<file path="src/rtl/program_counter_unit_if.sv">
// Fetch-side bundle for program_counter_unit: redirect requests and holds in, PC and RAS status out.
// The master is the decode/control side and the slave is the PC unit.
interface program_counter_unit_if #(
    parameter int ADDR_W = 16
);
    logic              halt_sys;
    logic              stall;
    logic              branch_taken;
    logic [ADDR_W-1:0] branch_target;
    logic              jump;
    logic              call;
    logic [ADDR_W-1:0] jump_target;
    logic              ret;
    logic [ADDR_W-1:0] ret_address;
    logic [ADDR_W-1:0] out_address;
    logic [ADDR_W-1:0] next_address;
    logic              redirect_pending;
    logic              ras_empty;
    logic              ras_full;

    modport master (
        output halt_sys, stall, branch_taken, branch_target, jump, call,
               jump_target, ret, ret_address,
        input  out_address, next_address, redirect_pending, ras_empty, ras_full
    );

    modport slave (
        input  halt_sys, stall, branch_taken, branch_target, jump, call,
               jump_target, ret, ret_address,
        output out_address, next_address, redirect_pending, ras_empty, ras_full
    );
endinterface

</file>
<file path="src/rtl/program_counter_unit.sv">
// Program counter with next-PC selection, a pending-redirect register for holds, and an
// optional circular return-address stack built only when PC_RAS_EN is defined.
module program_counter_unit #(
    parameter int ADDR_W     = 16,
    parameter int INC        = 2,
    parameter int RESET_ADDR = 0,
    parameter int RAS_DEPTH  = 4
) (
    input logic                   clk,
    input logic                   rst,
    program_counter_unit_if.slave bus
);

    generate
        if ((RAS_DEPTH < 2) || ((RAS_DEPTH & (RAS_DEPTH - 1)) != 0)) begin : g_bad_ras_depth
            $error("RAS_DEPTH must be a power of two and at least 2");
        end
    endgenerate

    logic              hold;
    logic              live;
    logic [ADDR_W-1:0] seq_address;
    logic [ADDR_W-1:0] ret_target;
    logic [ADDR_W-1:0] live_target;
    logic [ADDR_W-1:0] next_pc;
    logic [ADDR_W-1:0] pc_reg;
    logic [ADDR_W-1:0] pending_target_reg;
    logic              pending_reg;

    assign hold        = bus.halt_sys | bus.stall;
    assign live        = bus.ret | bus.call | bus.jump | bus.branch_taken;
    assign seq_address = pc_reg + ADDR_W'(INC);

`ifdef PC_RAS_EN
    localparam int              PTR_W     = $clog2(RAS_DEPTH);
    localparam logic [PTR_W-1:0] PTR_ONE   = PTR_W'(1);
    localparam logic [PTR_W:0]   DEPTH_CNT = (PTR_W + 1)'(RAS_DEPTH);

    // sp_reg points at the next free slot; when full it also points at the oldest entry,
    // so a push while full overwrites the oldest return address.
    logic [ADDR_W-1:0] ras_mem [RAS_DEPTH];
    logic [PTR_W-1:0]  sp_reg;
    logic [PTR_W:0]    count_reg;
    logic              push;
    logic              pop;

    assign pop        = bus.ret && (count_reg != '0);
    assign push       = bus.call && !bus.ret;
    assign ret_target = (count_reg != '0) ? ras_mem[sp_reg - PTR_ONE] : bus.ret_address;

    always_ff @(posedge clk) begin
        if (push) begin
            ras_mem[sp_reg] <= seq_address;
        end
    end

    always_ff @(posedge clk or posedge rst) begin
        if (rst) begin
            sp_reg    <= '0;
            count_reg <= '0;
        end else if (pop) begin
            sp_reg    <= sp_reg - PTR_ONE;
            count_reg <= count_reg - 1'b1;
        end else if (push) begin
            sp_reg <= sp_reg + PTR_ONE;
            if (count_reg != DEPTH_CNT) begin
                count_reg <= count_reg + 1'b1;
            end
        end
    end

    assign bus.ras_empty = (count_reg == '0);
    assign bus.ras_full  = (count_reg == DEPTH_CNT);
`else
    assign ret_target    = bus.ret_address;
    assign bus.ras_empty = 1'b1;
    assign bus.ras_full  = 1'b0;
`endif

    // Priority ret > call > jump > branch; lower requests in the same cycle are dropped.
    always_comb begin
        live_target = bus.branch_target;
        if (bus.ret) begin
            live_target = ret_target;
        end else if (bus.call || bus.jump) begin
            live_target = bus.jump_target;
        end
    end

    always_comb begin
        next_pc = seq_address;
        if (hold) begin
            next_pc = pc_reg;
        end else if (live) begin
            next_pc = live_target;
        end else if (pending_reg) begin
            next_pc = pending_target_reg;
        end
    end

    always_ff @(posedge clk or posedge rst) begin
        if (rst) begin
            pc_reg             <= ADDR_W'(RESET_ADDR);
            pending_reg        <= 1'b0;
            pending_target_reg <= '0;
        end else begin
            pc_reg <= next_pc;
            if (hold && live) begin
                pending_reg        <= 1'b1;
                pending_target_reg <= live_target;
            end else if (!hold) begin
                pending_reg <= 1'b0;
            end
        end
    end

    assign bus.out_address      = pc_reg;
    assign bus.next_address     = next_pc;
    assign bus.redirect_pending = pending_reg;

endmodule
</file>
<file path="src/flat_wrapper.sv">
// flat-port wrapper written by rule: the top's interface ports become plain ports
module program_counter_unit_flat 
#(
    parameter int ADDR_W     = 16,
    parameter int INC        = 2,
    parameter int RESET_ADDR = 0,
    parameter int RAS_DEPTH  = 4
)
  (clk, rst, bus_halt_sys, bus_stall, bus_branch_taken, bus_branch_target, bus_jump, bus_call, bus_jump_target, bus_ret, bus_ret_address, bus_out_address, bus_next_address, bus_redirect_pending, bus_ras_empty, bus_ras_full);
  program_counter_unit_if #(.ADDR_W(ADDR_W)) bus_i ();
  input logic clk;
  input logic rst;
  input wire logic [$bits(bus_i.halt_sys)-1:0] bus_halt_sys;
  input wire logic [$bits(bus_i.stall)-1:0] bus_stall;
  input wire logic [$bits(bus_i.branch_taken)-1:0] bus_branch_taken;
  input wire logic [$bits(bus_i.branch_target)-1:0] bus_branch_target;
  input wire logic [$bits(bus_i.jump)-1:0] bus_jump;
  input wire logic [$bits(bus_i.call)-1:0] bus_call;
  input wire logic [$bits(bus_i.jump_target)-1:0] bus_jump_target;
  input wire logic [$bits(bus_i.ret)-1:0] bus_ret;
  input wire logic [$bits(bus_i.ret_address)-1:0] bus_ret_address;
  output wire logic [$bits(bus_i.out_address)-1:0] bus_out_address;
  output wire logic [$bits(bus_i.next_address)-1:0] bus_next_address;
  output wire logic [$bits(bus_i.redirect_pending)-1:0] bus_redirect_pending;
  output wire logic [$bits(bus_i.ras_empty)-1:0] bus_ras_empty;
  output wire logic [$bits(bus_i.ras_full)-1:0] bus_ras_full;
  assign bus_i.halt_sys = bus_halt_sys;
  assign bus_i.stall = bus_stall;
  assign bus_i.branch_taken = bus_branch_taken;
  assign bus_i.branch_target = bus_branch_target;
  assign bus_i.jump = bus_jump;
  assign bus_i.call = bus_call;
  assign bus_i.jump_target = bus_jump_target;
  assign bus_i.ret = bus_ret;
  assign bus_i.ret_address = bus_ret_address;
  assign bus_out_address = bus_i.out_address;
  assign bus_next_address = bus_i.next_address;
  assign bus_redirect_pending = bus_i.redirect_pending;
  assign bus_ras_empty = bus_i.ras_empty;
  assign bus_ras_full = bus_i.ras_full;
  program_counter_unit #(.ADDR_W(ADDR_W), .INC(INC), .RESET_ADDR(RESET_ADDR), .RAS_DEPTH(RAS_DEPTH)) u_core (.clk(clk), .rst(rst), .bus(bus_i));
endmodule
</file>
<file path="config.mk">
export PLATFORM = sky130hd
export DESIGN_NAME = program_counter_unit_flat
export DESIGN_NICKNAME = d
export VERILOG_FILES = /design/src/rtl/program_counter_unit_if.sv /design/src/rtl/program_counter_unit.sv /design/src/flat_wrapper.sv
export SDC_FILE = /design/constraint.sdc
export NUM_CORES = 1
export LEC_CHECK = 0
export ABC_AREA = 1
export CAP_MARGIN = 15
export CELL_PAD_IN_SITES_DETAIL_PLACEMENT = 1
export CELL_PAD_IN_SITES_GLOBAL_PLACEMENT = 2
export CORE_UTILIZATION = 24
export CTS_BUF_LIST = sky130_fd_sc_hd__clkbuf_16
export CTS_CLUSTER_SIZE = 20
export DETAILED_ROUTE_END_ITERATION = 8
export PLACE_DENSITY_LB_ADDON = 0.12
export SKIP_LAST_GASP = 1
export SLEW_MARGIN = 40
export SYNTH_ARGS = -nofsm -noshare
export SYNTH_HDL_FRONTEND = slang
export SYNTH_SLANG_ARGS = --single-unit
</file>
<file path="constraint.sdc">
create_clock -name clk -period 2.8 [get_ports clk]
set_input_delay 0.56 -clock clk [delete_from_list [all_inputs] [get_ports clk]]
set_output_delay 0.56 -clock clk [all_outputs]
set_load 0.03 [all_outputs]
</file>
# Word level (Yosys, flattened, before mapping)

Index checks and enable logic that the tools add are counted.

Add/subtract/negate cells: 1
Equality and inequality tests: 1
Muxes and demuxes: 7
Bitwise operators: 4
Reductions and logical operators: 2

Operator list:

| cell                  | number |
|---|---|
| $mux 16               | 5 |
| $add 16x2->16 const B | 1 |
| $or 1x1->1            | 4 |
| $mux 1                | 2 |
| $ne 2x2->1 const B    | 1 |
| $logic_and 1x1->1     | 1 |
| $logic_or 1x1->1      | 1 |

Bits in registers: 33
Output and inout port bits: 35
Logic and storage cells: 18

# Logic depth before layout (Yosys ltp)

Depth in word-level cells: 5
Depth in mapped cells: 10

# Least setup slack after synthesis

No wires, ideal clock.

Path type: register to output
Start point: register u_core.pc_reg[2] (netlist: u_core.bus.out_address[2])
End point: output bus_next_address[13]
Data arrival time: 1.801 ns
Slack: 0.439 ns
Cell stages (with the launch flop): 8
Cell sequence: dfrtp_1 > ha_1 > nand2_1 > nor2_2 > nand4_1 > nand3_1 > nand2_1 > a21oi_1

Cells in the longest elaborated chain, start to end: 4

RTL lines:

| what                   | line                        | text |
|---|---|---|
| start, declared        | program_counter_unit.sv:26  | `logic [ADDR_W-1:0] pc_reg;` |
| start signal, assigned | program_counter_unit.sv:103 | `pc_reg <= ADDR_W'(RESET_ADDR);` |
| start signal, assigned | program_counter_unit.sv:107 | `pc_reg <= next_pc;` |
| $add 16x2->16          | program_counter_unit.sv:32  | `assign seq_address = pc_reg + ADDR_W'(INC);` |
| $mux 16                | program_counter_unit.sv:96  | `end else if (pending_reg) begin` |
| $mux 16                | program_counter_unit.sv:94  | `end else if (live) begin` |
| $mux 16                | program_counter_unit.sv:92  | `if (hold) begin` |
| end, declared          | flat_wrapper.sv:23          | `output wire logic [$bits(bus_i.next_address)-1:0] bus_next_address;` |

Every way passes these cells.

# Worst setup path after layout

Start point: input bus_ret
End point: output bus_next_address[5]

Cells in the longest elaborated chain, start to end: 5
Elaborated cells on any way between the ends: 6
Those cells by class: mux: 3; bitwise: 3

RTL lines:

| what                     | line                       | text |
|---|---|---|
| start, declared          | flat_wrapper.sv:20         | `input wire logic [$bits(bus_i.ret)-1:0] bus_ret;` |
| $or 1x1->1 (3 in series) | program_counter_unit.sv:31 | `assign live = bus.ret \| bus.call \| bus.jump \| bus.branch_taken;` |
| $mux 16 (*)              | program_counter_unit.sv:94 |  |
| $mux 16 (*)              | program_counter_unit.sv:92 |  |

Every way passes the cells marked *; elsewhere a longest branch is shown, timed or not.

==> flow_metrics.tcl <==
set metrics [dict create \
    status "finished, final reports clean" \
    drt_iter0_markers 87 \
    worstMarginPinSlew_ns 0.5013 \
    antenna_cells 0 \
    crit_path_end_kind "primary output" \
    irDropWorstVdd_mv 0.1991 \
    p_leak_uw 0.001733 \
    globalplace.congestion 0.7592 \
    post_drt_wl_per_cell_um 13.16 \
    cts_tree "built" \
    ys_types 29 \
    drive_above_1_share 0.1466 \
    cts_num_sinks 33 \
    synth_nets 418 \
    core_sq_um 9371 \
    power_density_nw_per_um2 501.7 \
    setup_viol 0 \
    routed_via_density 4.304 \
    hold_buffers 0 \
    layout.nets 521 \
    ys.warnings.count 0 \
    dp_hpwl_mm 6.375 \
    finalNonFillerCells 593 \
    overflow 0 \
    grt_antenna_before_repair 0 \
    clockBufferDepth 2 \
    crit_chain "clkdlybuf4s50_1, buf_4, inv_2, buf_4, o21ai_1, nand2_1, nand2_1, o21ai_0, buf_12" \
    hold_path_class "flop to flop" \
    cts.clk_slew.worst_paths_ns 0.05 \
    finalCritPeriodShare 0.9666 \
    critPathLaunchType "primary input" \
    die_area_sq_um 10180 \
    layout_commonest_cell "nand2_1" \
    grt_usage 0.1644 \
    skew_ns 0.002409 \
    route.detailed.drc 0 \
    numPortBuffers 88 \
    syn_area_per_cell_sq_um 6.502 \
    dp.cells 585 \
    required_ns 2.24 \
    arrival_ns 2.15 \
    fp.dieW_um 100.9 \
    design_power_total_uw 1820 \
    grt_pass1_wl_mm 13.13 \
    slew_violations 0 \
    slowest_stage "clkdlybuf4s50_1" \
    critPathKind "primary input to primary output" \
    drt_pass1_iterations 4 \
    die_h_um 100.9 \
    async_flop_share 1.000 \
    cts-htree-levels 2 \
    path_buf_inv 5 \
    ant_nets 0 \
    rsz0062_at_grt "false" \
    cpPeakStageDelay_ns 0.47 \
    path_delay_family "buffers and inverters" \
    ios 91 \
    cap_violations 0 \
    grt_start_max_net_pins 34 \
    route.vias.total 2552 \
    final_cell_mix "126 x nand2_1, 70 x clkdlybuf4s50_1, 36 x nor2_1, 36 x nand3_1, 36 x buf_4" \
    finalInstanceArea_sq_um 3627 \
    path_max_fanout 9 \
    grt_pass1_vias 2654 \
    hold_viol 0 \
    nFillCells 1226 \
    max_freq_ghz 0.3695 \
    wl_mm 7.805 \
    synth_top_flop_cell "dfrtp_1" \
    cts_made_buffers 5 \
    dpl_cell_area_sq_um 3463 \
    start_util 0.2505 \
    fin_crit_ns 2.707 \
    syn_to_final_growth_pct 54.53 \
    yosysSeqAreaShare 0.3518 \
    rows 35 \
    netlist_instances 361 \
    fin_setup_tns_ns 0 \
    syn_area_sq_um 2347 \
    clock_tree.root_cell "clkbuf_16" \
    relSlewSlack 0.6623 \
    clock_latency_ns 0.27 \
    synth_edf_count 0 \
    ys_seq_elements 33 \
]
## through the flow
stage	util	hold slack, ns	setup WS [ns]
3_3_place_gp	0.3696	0.4693	0.03116
2_1_floorplan	-	0.4533	0.4386
4_1_cts	0.3837	0.4885	0.02505
3_5_place_dp	0.3696	0.4740	0.02725
5_1_grt	0.3870	0.5063	0.01389
6_report	0.3870	0.4831	0.09343
## power breakdown
part	internal, uW	leakage [uW]	switching, uW
combinational	301	0.00128	393
clock	318	0.0000685	196
sequential	543	0.000383	68.6
## synthesized netlist by cell type, drive strengths merged, types with 2 or more instances
cell type | number | area share
clkbuf | 4 | 0.0064
nand4 | 6 | 0.016
nand3 | 36 | 0.077
a21oi | 23 | 0.052
nand3b | 2 | 0.0064
o21ai | 32 | 0.068
or2 | 6 | 0.016
o21bai | 2 | 0.0064
nor2 | 41 | 0.073
dfrtp | 33 | 0.35
buf | 13 | 0.043
mux2 | 2 | 0.013
clkinv | 2 | 0.0037
nand2 | 129 | 0.21
conb | 2 | 0.0032
inv | 26 | 0.042
## worst min-delay path: cells and delay by family, from the launching register on
| kind | cells | cell delay [ns] |
|---|---|---|
| flip-flops | 1 | 0.34 |
| AO/OA/AOI/OAI | 1 | 0.06 |
| AND/OR/NAND/NOR | 1 | 0.05 |
## cell families (layout without fill, tap and decap cells)
kind of cell               count (synthesis)  in the layout  share of synthesized area
muxes                                      2              2                    0.01279
and+or+nand+nor                          220            220                     0.3998
AOI/OAI and AO/OA                         58             58                     0.1322
buffers and inverters                     45            148                    0.09487
other                                      2              2                   0.003199
DFF                                       33             33                     0.3518
adders and majority gates                  1              1                   0.005330
## final timing paths
path	startpoint	endpoint	slack [ns]	cells after the start
max	bus_ret	bus_next_address[5]	0.09	9
min	u_core.pending_target_reg[13]$_DFFE_PP0P_	u_core.pending_target_reg[13]$_DFFE_PP0P_	0.48	2
max reg2reg	u_core.bus.out_address[2]$_DFF_PP0_	u_core.bus.out_address[9]$_DFF_PP0_	1.14	10
min reg2reg	u_core.pending_target_reg[13]$_DFFE_PP0P_	u_core.pending_target_reg[13]$_DFFE_PP0P_	0.48	2
max in group asynchronous	rst	u_core.bus.out_address[10]$_DFF_PP0_	1.78	3
min in group asynchronous	rst	u_core.bus.out_address[5]$_DFF_PP0_	0.69	3
## per-layer routing
metal,vias to the layer above,global-route usage,routed length (um)
li1,1357,-,-
met1,1115,0.2314,3999
met2,75,0.2592,3349
met3,5,0.02774,385
met4,0,0.04348,70
met5,-,0,0
## layout make-up
class	count	area, sq um	share of cell area
well taps	129	161.4	0.04450
clock buffers	5	125.1	0.03449
clock inverters	2	7.507	0.002070
repair buffers	113	1087	0.2998
inverters	28	106.4	0.02932
multi-input cells	283	1314	0.3622
flip-flops and latches	33	825.8	0.2277
## timing repair
| action | CTS | global route |
|---|---|---|
| gates resized for setup | 0 | 8 |
| endpoints found under the setup margin | 0 | 14 |
| buffers inserted | 0 | 1 |
No activity file was read; power rests on OpenSTA's default activity.
